File: config.mk
export PLATFORM = sky130hd
export DESIGN_NAME = hyperbus_arbiter_flat
export DESIGN_NICKNAME = d
export VERILOG_FILES = /design/src/rtl/hyperbus_pkg.sv /design/src/rtl/hyperbus_arbiter_if.sv /design/src/rtl/hyperbus_rr_pick.sv /design/src/rtl/hyperbus_arbiter.sv /design/src/flat_wrapper.sv
export SDC_FILE = /design/constraint.sdc
export NUM_CORES = 1
export LEC_CHECK = 0
export CORE_AREA = 10 10 153 155
export DETAILED_ROUTE_END_ITERATION = 8
export DIE_AREA = 0 0 163 165
export PLACE_DENSITY_LB_ADDON = 0.15
export RECOVER_POWER = 50
export SYNTH_ARGS = -nofsm -noshare
export SYNTH_HDL_FRONTEND = slang
export SYNTH_SLANG_ARGS = --single-unit
File: constraint.sdc
create_clock -name clk -period 2.54 [get_ports clk]
set_input_delay 0.508 -clock clk [delete_from_list [all_inputs] [get_ports clk]]
set_output_delay 0.508 -clock clk [all_outputs]
set_load 0.01 [all_outputs]
File: src/rtl/hyperbus_pkg.sv
// Shared definitions for the Hyperbus user-side blocks: FSM encodings,
// command direction codes and the default watchdog length.
package hyperbus_pkg;

  localparam logic [3:0] ST_IDLE  = 4'b0001;
  localparam logic [3:0] ST_ISSUE = 4'b0010;
  localparam logic [3:0] ST_WAIT  = 4'b0100;
  localparam logic [3:0] ST_DONE  = 4'b1000;

  localparam logic CMD_READ  = 1'b1;
  localparam logic CMD_WRITE = 1'b0;

  localparam int DEFAULT_TIMEOUT = 1023;

  function automatic int idx_width(input int n);
    return (n > 1) ? $clog2(n) : 1;
  endfunction

endpackage

File: src/rtl/hyperbus_arbiter_if.sv
// Requester-side and FIFO-side bundle of the Hyperbus arbiter.
interface hyperbus_arbiter_if
  import hyperbus_pkg::*;
#(
  parameter int NREQ       = 4,
  parameter int ADDR_WIDTH = 32,
  parameter int DATA_WIDTH = 32
);
  localparam int GW = idx_width(NREQ);

  // Requesters hold req_rrq/req_wrq high until the cycle req_ack[i] is high and
  // drop them on the edge that ends that cycle; the arbiter issues one FIFO command
  // (single-cycle fifo_rrq/fifo_wrq) and treats one fifo_rx_valid pulse as its completion.
  logic [NREQ-1:0]            req_rrq;
  logic [NREQ-1:0]            req_wrq;
  logic [NREQ*ADDR_WIDTH-1:0] req_adr;
  logic [NREQ*DATA_WIDTH-1:0] req_wdat;
  logic [NREQ-1:0]            req_ack;
  logic [NREQ-1:0]            req_err;
  logic [DATA_WIDTH-1:0]      req_rdat;
  logic [GW-1:0]              grant;
  logic                       busy;
  logic                       stray;
  logic                       fifo_rrq;
  logic                       fifo_wrq;
  logic [ADDR_WIDTH-1:0]      fifo_adr;
  logic [DATA_WIDTH-1:0]      fifo_wdat;
  logic [DATA_WIDTH-1:0]      fifo_rx_dat;
  logic                       fifo_rx_valid;

  modport slave (
    input  req_rrq, req_wrq, req_adr, req_wdat, fifo_rx_dat, fifo_rx_valid,
    output req_ack, req_err, req_rdat, grant, busy, stray,
           fifo_rrq, fifo_wrq, fifo_adr, fifo_wdat
  );

  modport master (
    output req_rrq, req_wrq, req_adr, req_wdat, fifo_rx_dat, fifo_rx_valid,
    input  req_ack, req_err, req_rdat, grant, busy, stray,
           fifo_rrq, fifo_wrq, fifo_adr, fifo_wdat
  );

endinterface

File: src/rtl/hyperbus_rr_pick.sv
// Combinational round-robin picker: the first pending index after ptr wins,
// scanning upward with wrap-around.
module hyperbus_rr_pick
  import hyperbus_pkg::*;
#(
  parameter  int NREQ = 4,
  localparam int IW   = idx_width(NREQ)
) (
  input  logic [NREQ-1:0] pend_i,
  input  logic [IW-1:0]   ptr_i,
  output logic [IW-1:0]   idx_o,
  output logic            valid_o
);

  logic [IW:0] sum;

  // Walk from the farthest candidate to the nearest so the nearest pending one is kept.
  always_comb begin
    idx_o   = '0;
    valid_o = 1'b0;
    sum     = '0;
    for (int k = NREQ; k >= 1; k--) begin
      sum = {1'b0, ptr_i} + (IW+1)'(k);
      if (sum >= (IW+1)'(NREQ)) sum = sum - (IW+1)'(NREQ);
      if (pend_i[sum[IW-1:0]]) begin
        idx_o   = sum[IW-1:0];
        valid_o = 1'b1;
      end
    end
  end

endmodule

File: src/rtl/hyperbus_arbiter.sv
// Round-robin arbiter sharing the hyperbus_fifo command port among NREQ requesters,
// with one outstanding single-word command and a completion watchdog.
module hyperbus_arbiter
  import hyperbus_pkg::*;
#(
  parameter int NREQ       = 4,
  parameter int ADDR_WIDTH = 32,
  parameter int DATA_WIDTH = 32,
  parameter int TIMEOUT    = DEFAULT_TIMEOUT
) (
  input  logic               clk,
  input  logic               rst_n,
  hyperbus_arbiter_if.slave  bus,
  output logic [3:0]         state_o
);

  localparam int IW = idx_width(NREQ);
  localparam int CW = (TIMEOUT == 0) ? 1 : $clog2(TIMEOUT + 1);

  logic [3:0]            state_q, state_d;
  logic [IW-1:0]         ptr_q, grant_q;
  logic                  dir_q;
  logic [CW-1:0]         cnt_q;
  logic [NREQ-1:0]       ack_q, err_q;
  logic [DATA_WIDTH-1:0] rdat_q, wdat_q;
  logic [ADDR_WIDTH-1:0] adr_q;
  logic                  busy_q, stray_q, fifo_rrq_q, fifo_wrq_q;

  logic [NREQ-1:0] pend;
  logic [IW-1:0]   pick_idx;
  logic            pick_valid, pick_dir, timeout_hit;

  assign pend = bus.req_rrq | bus.req_wrq;

  hyperbus_rr_pick #(.NREQ(NREQ)) u_pick (
    .pend_i  (pend),
    .ptr_i   (ptr_q),
    .idx_o   (pick_idx),
    .valid_o (pick_valid)
  );

  // A requester raising both lines gets its read served first.
  assign pick_dir    = bus.req_rrq[pick_idx] ? CMD_READ : CMD_WRITE;
  assign timeout_hit = (TIMEOUT != 0) && (({1'b0, cnt_q} + (CW+1)'(1)) == (CW+1)'(TIMEOUT));

  always_comb begin
    state_d = state_q;
    case (state_q)
      ST_IDLE:  if (pick_valid) state_d = ST_ISSUE;
      ST_ISSUE: state_d = ST_WAIT;
      ST_WAIT:  if (bus.fifo_rx_valid || timeout_hit) state_d = ST_DONE;
      ST_DONE:  state_d = ST_IDLE;
      default:  state_d = ST_IDLE;
    endcase
  end

  always_ff @(posedge clk) begin
    if (!rst_n) begin
      state_q    <= ST_IDLE;
      ptr_q      <= IW'(NREQ - 1);
      grant_q    <= '0;
      dir_q      <= CMD_WRITE;
      cnt_q      <= '0;
      ack_q      <= '0;
      err_q      <= '0;
      rdat_q     <= '0;
      adr_q      <= '0;
      wdat_q     <= '0;
      busy_q     <= 1'b0;
      stray_q    <= 1'b0;
      fifo_rrq_q <= 1'b0;
      fifo_wrq_q <= 1'b0;
    end else begin
      state_q    <= state_d;
      busy_q     <= (state_d != ST_IDLE);
      ack_q      <= '0;
      err_q      <= '0;
      fifo_rrq_q <= 1'b0;
      fifo_wrq_q <= 1'b0;
      if (bus.fifo_rx_valid && (state_q != ST_WAIT)) stray_q <= 1'b1;
      case (state_q)
        ST_IDLE: begin
          if (pick_valid) begin
            grant_q    <= pick_idx;
            dir_q      <= pick_dir;
            adr_q      <= bus.req_adr[pick_idx*ADDR_WIDTH +: ADDR_WIDTH];
            wdat_q     <= bus.req_wdat[pick_idx*DATA_WIDTH +: DATA_WIDTH];
            fifo_rrq_q <= (pick_dir == CMD_READ);
            fifo_wrq_q <= (pick_dir == CMD_WRITE);
          end
        end
        ST_ISSUE: cnt_q <= '0;
        ST_WAIT: begin
          cnt_q <= cnt_q + CW'(1);
          if (bus.fifo_rx_valid) begin
            if (dir_q == CMD_READ) rdat_q <= bus.fifo_rx_dat;
            ack_q[grant_q] <= 1'b1;
          end else if (timeout_hit) begin
            ack_q[grant_q] <= 1'b1;
            err_q[grant_q] <= 1'b1;
          end
        end
        ST_DONE: ptr_q <= grant_q;
        default: ;
      endcase
    end
  end

  assign bus.req_ack   = ack_q;
  assign bus.req_err   = err_q;
  assign bus.req_rdat  = rdat_q;
  assign bus.grant     = grant_q;
  assign bus.busy      = busy_q;
  assign bus.stray     = stray_q;
  assign bus.fifo_rrq  = fifo_rrq_q;
  assign bus.fifo_wrq  = fifo_wrq_q;
  assign bus.fifo_adr  = adr_q;
  assign bus.fifo_wdat = wdat_q;
  assign state_o       = state_q;

endmodule

File: src/flat_wrapper.sv
// flat-port wrapper written by rule: the top's interface ports become plain ports
module hyperbus_arbiter_flat import hyperbus_pkg::*;
#(
  parameter int NREQ       = 4,
  parameter int ADDR_WIDTH = 32,
  parameter int DATA_WIDTH = 32,
  parameter int TIMEOUT    = DEFAULT_TIMEOUT
)
  (clk, rst_n, state_o, bus_req_rrq, bus_req_wrq, bus_req_adr, bus_req_wdat, bus_fifo_rx_dat, bus_fifo_rx_valid, bus_req_ack, bus_req_err, bus_req_rdat, bus_grant, bus_busy, bus_stray, bus_fifo_rrq, bus_fifo_wrq, bus_fifo_adr, bus_fifo_wdat);
  hyperbus_arbiter_if #(.NREQ(NREQ), .ADDR_WIDTH(ADDR_WIDTH), .DATA_WIDTH(DATA_WIDTH)) bus_i ();
  input  logic clk;
  input  logic rst_n;
  output logic [3:0] state_o;
  input wire logic [$bits(bus_i.req_rrq)-1:0] bus_req_rrq;
  input wire logic [$bits(bus_i.req_wrq)-1:0] bus_req_wrq;
  input wire logic [$bits(bus_i.req_adr)-1:0] bus_req_adr;
  input wire logic [$bits(bus_i.req_wdat)-1:0] bus_req_wdat;
  input wire logic [$bits(bus_i.fifo_rx_dat)-1:0] bus_fifo_rx_dat;
  input wire logic [$bits(bus_i.fifo_rx_valid)-1:0] bus_fifo_rx_valid;
  output wire logic [$bits(bus_i.req_ack)-1:0] bus_req_ack;
  output wire logic [$bits(bus_i.req_err)-1:0] bus_req_err;
  output wire logic [$bits(bus_i.req_rdat)-1:0] bus_req_rdat;
  output wire logic [$bits(bus_i.grant)-1:0] bus_grant;
  output wire logic [$bits(bus_i.busy)-1:0] bus_busy;
  output wire logic [$bits(bus_i.stray)-1:0] bus_stray;
  output wire logic [$bits(bus_i.fifo_rrq)-1:0] bus_fifo_rrq;
  output wire logic [$bits(bus_i.fifo_wrq)-1:0] bus_fifo_wrq;
  output wire logic [$bits(bus_i.fifo_adr)-1:0] bus_fifo_adr;
  output wire logic [$bits(bus_i.fifo_wdat)-1:0] bus_fifo_wdat;
  assign bus_i.req_rrq = bus_req_rrq;
  assign bus_i.req_wrq = bus_req_wrq;
  assign bus_i.req_adr = bus_req_adr;
  assign bus_i.req_wdat = bus_req_wdat;
  assign bus_i.fifo_rx_dat = bus_fifo_rx_dat;
  assign bus_i.fifo_rx_valid = bus_fifo_rx_valid;
  assign bus_req_ack = bus_i.req_ack;
  assign bus_req_err = bus_i.req_err;
  assign bus_req_rdat = bus_i.req_rdat;
  assign bus_grant = bus_i.grant;
  assign bus_busy = bus_i.busy;
  assign bus_stray = bus_i.stray;
  assign bus_fifo_rrq = bus_i.fifo_rrq;
  assign bus_fifo_wrq = bus_i.fifo_wrq;
  assign bus_fifo_adr = bus_i.fifo_adr;
  assign bus_fifo_wdat = bus_i.fifo_wdat;
  hyperbus_arbiter #(.NREQ(NREQ), .ADDR_WIDTH(ADDR_WIDTH), .DATA_WIDTH(DATA_WIDTH), .TIMEOUT(TIMEOUT)) u_core (.clk(clk), .rst_n(rst_n), .bus(bus_i), .state_o(state_o));
endmodule
==> results.md <==
* 1st-pass router iterations at 4
* Via density per instance at 4.90
* Post-Place Cells at 1336
* CTS Sinks at 127
* Htree depth at 4
* Max frequency at 0.449 GHz
* Slew headroom at 48.4%
* Routing usage on met3 at 10.4%
* Post-layout min period at 2.23 ns
* Top-count cell post-synth: nand2_1
* Row count at 52
* Routed wire length per instance at 21.9 um
* Critical path startpoint: bus_req_rrq[0]
* Final Hold Vio Count at 0
* I/O pin total at 413
* Min-delay src: u_core.bus.req_rdat[6]
* Main synth FF type: dfxtp_1
* Gp weighted congestion at 0.880
* P&R area growth vs syn at 79.3%
* Finished Layout Cells at 1370
* Overall Global Routing Usage at 21.2%
* Most frequent cells after synthesis: nand2_1, mux2i_1, dfxtp_1
* Measured slew at the worst slew-check pin at 0.763 ns
* IO buf count at 412
* CP Class: input port to flip-flop
* Worst r2r src: u_core.cnt_q[0]
* Final Max Slew Viols at 0
* Cell area after layout at 11700 um^2
* Area leader, netlist: dfxtp_1
* Hold path endpoint: u_core.bus.req_rdat[6]
* Filler Cells Inserted at 1751
* Crit start category: input port
* Post-CTS Setup Bufs at 0
* LEAKAGE at 0.00509 uW
* Worst R2R Path Depth at 6
* Synth Register Bits at 127
* FF-to-FF End: u_core.bus.req_ack[0]
* Post-synth net total at 974
* Clk buf depth at 2
* RSZ-0062 raised after global routing: false
* CP arrival at 2.57 ns
* CP Max Fanout at 65
* Aggregate routed wire length at 30000 um
* Cell variety after synth at 52
* NumNets Final at 1386
* Status: finished clean
* DRC at 0
* Max_cap viols at 0
* Hold WC Path Type: flip-flop to flip-flop
* Syn_area_per_cell at 9.71 um^2
* Die H at 165 um
* Number of flops mapped to enable cells by yosys at 0
* Worst vdd ir at 448 uV
* Hpwl dp at 24100 um
* Initial antenna violation count at 2
* Synth top area cells: dfxtp_1, mux2i_1, o221ai_2
* Skew-Pair Late Insertion Delay at 0.42 ns
* Worst R2R Setup Slack at 0.47 ns
* Cts repair resizes at 0
* Register area share after synthesis at 38.9%
* Routing usage on met2 at 35.5%
* First-pass GRT wire length at 43800 um
* Tcrit/Tclk final at 87.7%
* Async S/R FF share, synth at 0%
* Cell count after synthesis at 673
* Dpl cell area at 11100 um^2
* Total gr overflow at 0
* CTS tree: built
* Required time worst endpoint at 2.88 ns
* Total CTS buffers at 17
* Hold path cells at 2
* # setup viols final at 0
* Vias in the first global route at 6892
* Post-synth design cell area at 6540 um^2
* Root Buffer: clkbuf_16
* Cts hold-fix bufs at 0
* Largest net degree at the start of global routing at 66
* Area share of the largest cell type after synthesis at 38.9%
* Via count at 6717
* Die width at 163 um
* Crit. End Element: flip-flop
* Multi-input gate area in the final layout at 3690 um^2
* Synth warnings at 0
* Core Box Area at 20200 um^2
* Initial core utilization at 32.4%
* Die area at 26900 um^2
* Worst-path clk slew at 0.06 ns
* Met1 Use GR at 23.5%
* Max Clock Skew at 0.00993 ns
* Post-route ant nets at 0
* GRT busiest layer: met2
* FF+latch area at 2540 um^2
* Power Density at 548 nW/um^2
* DR iter-0 viols at 384
* Layout cell share with drive strength beyond 1 at 11.0%
==> through the flow <==
step	setup slack (ns)	TNS (ns)	power, uW	util [%]	hold WS [ns]
after detailed placement	-0.0786	-0.575	4120	55.3	0.445
after floorplan	0.490	0	3030	-	0.446
final	0.313	0	6420	58.1	0.449
after CTS	0.380	0	6580	58.1	0.454
after global placement	0.00755	0	4110	55.3	0.440
after global routing	0.118	0	6700	58.1	0.464
==> power breakdown <==
part,internal [uW],switching [uW]
clock,1380,1050
sequential,2170,97.6
combinational,1010,710
==> layout by cell type, fill, tap and decap left out, types with 2 or more instances in the layout <==
master           Yosys  routed
nand4_1              4       4
a22oi_1              3       2
nand3_1              8       8
mux2i_1            132     132
nor4b_1              3       3
ha_1                 2       2
inv_6                0       7
clkdlybuf4s50_1      0     311
inv_8                0       2
a21oi_1              7       7
o221a_2              2       2
nor4_1               1       2
xor2_1               2       2
o21a_1               3       3
nor2_1               8       8
dfxtp_1            127     127
o221ai_2            40      40
o221ai_1            26      26
and3_1               5       5
clkbuf_16            0      17
buf_12               0      11
dlygate4sd3_1        0     101
diode_2              0       2
a21boi_0             2       2
and2_1               3       2
nor3_1               7       7
o22ai_1              2       2
inv_1                7       7
o211a_1              2       2
a21boi_1            33      33
o31ai_1              2       2
nor3b_1              3       3
o21ai_0              6       6
buf_4                2      26
nand2_1            145     145
clkinvlp_4           0       3
nor2b_1             12      11
==> worst max-delay path, stage by stage <==
cell             delay (ns)
clkdlybuf4s50_1        0.47
nor4_1                 0.44
buf_4                  0.20
a31oi_4                0.07
clkbuf_1               0.19
nor2b_4                0.16
buf_12                 0.31
nand2_1                0.12
o221ai_2               0.06
==> sequential cells by signal (all words and copies together) (netlist names) <==
name                  count
u_core.bus.fifo_wrq       1
u_core.dir_q              1
u_core.state_o            4
u_core.bus.fifo_rrq       1
u_core.bus.req_err        4
u_core.bus.stray          1
u_core.bus.fifo_wdat     32
u_core.bus.fifo_adr      32
u_core.bus.req_rdat      32
u_core.ptr_q              2
u_core.bus.req_ack        4
u_core.bus.busy           1
u_core.bus.grant          2
u_core.cnt_q             10
==> how the worst max path moves through the flow <==
stage / endpoint / slack [ns] / depth (start not counted)
floorplan: u_core.bus.fifo_adr[21] / 0.49 / 8
global placement: u_core.bus.fifo_wdat[14] / 0.008 / 9
detailed placement: u_core.bus.fifo_wdat[22] / -0.08 / 8
CTS: u_core.bus.fifo_wdat[22] / 0.38 / 8
global route: u_core.bus.fifo_adr[17] / 0.12 / 9
finish: u_core.bus.fifo_adr[21] / 0.31 / 9
==> cell families after synthesis <==
group | count (synthesis) | share of synthesized area, %
buffers and inverters | 64 | 4.92
flip-flops | 127 | 38.9
adder cells (fa/ha/maj) | 2 | 0.383
multiplexers | 133 | 20.4
AO/OA/AOI/OAI | 138 | 21.0
XOR/XNOR | 2 | 0.268
AND/OR/NAND/NOR | 207 | 14.1
==> area by class of cell <==
type / instances / area share [%]
Clock inverter: 15 / 1.28
Antenna cell: 2 / 0.0427
Timing Repair Buffer: 450 / 38.8
Multi-Input combinational cell: 482 / 31.5
Tap cell: 270 / 2.88
Inverter: 7 / 0.224
Clock buffer: 17 / 3.63
Sequential cell: 127 / 21.7
==> routing by layer <==
layer,share of wire (%),vias to the layer above
met5,0,-
met4,1.9,0
met3,11,29
met2,49,288
met1,39,3102
li1,-,3298
Power figures use the tool's default switching activity.
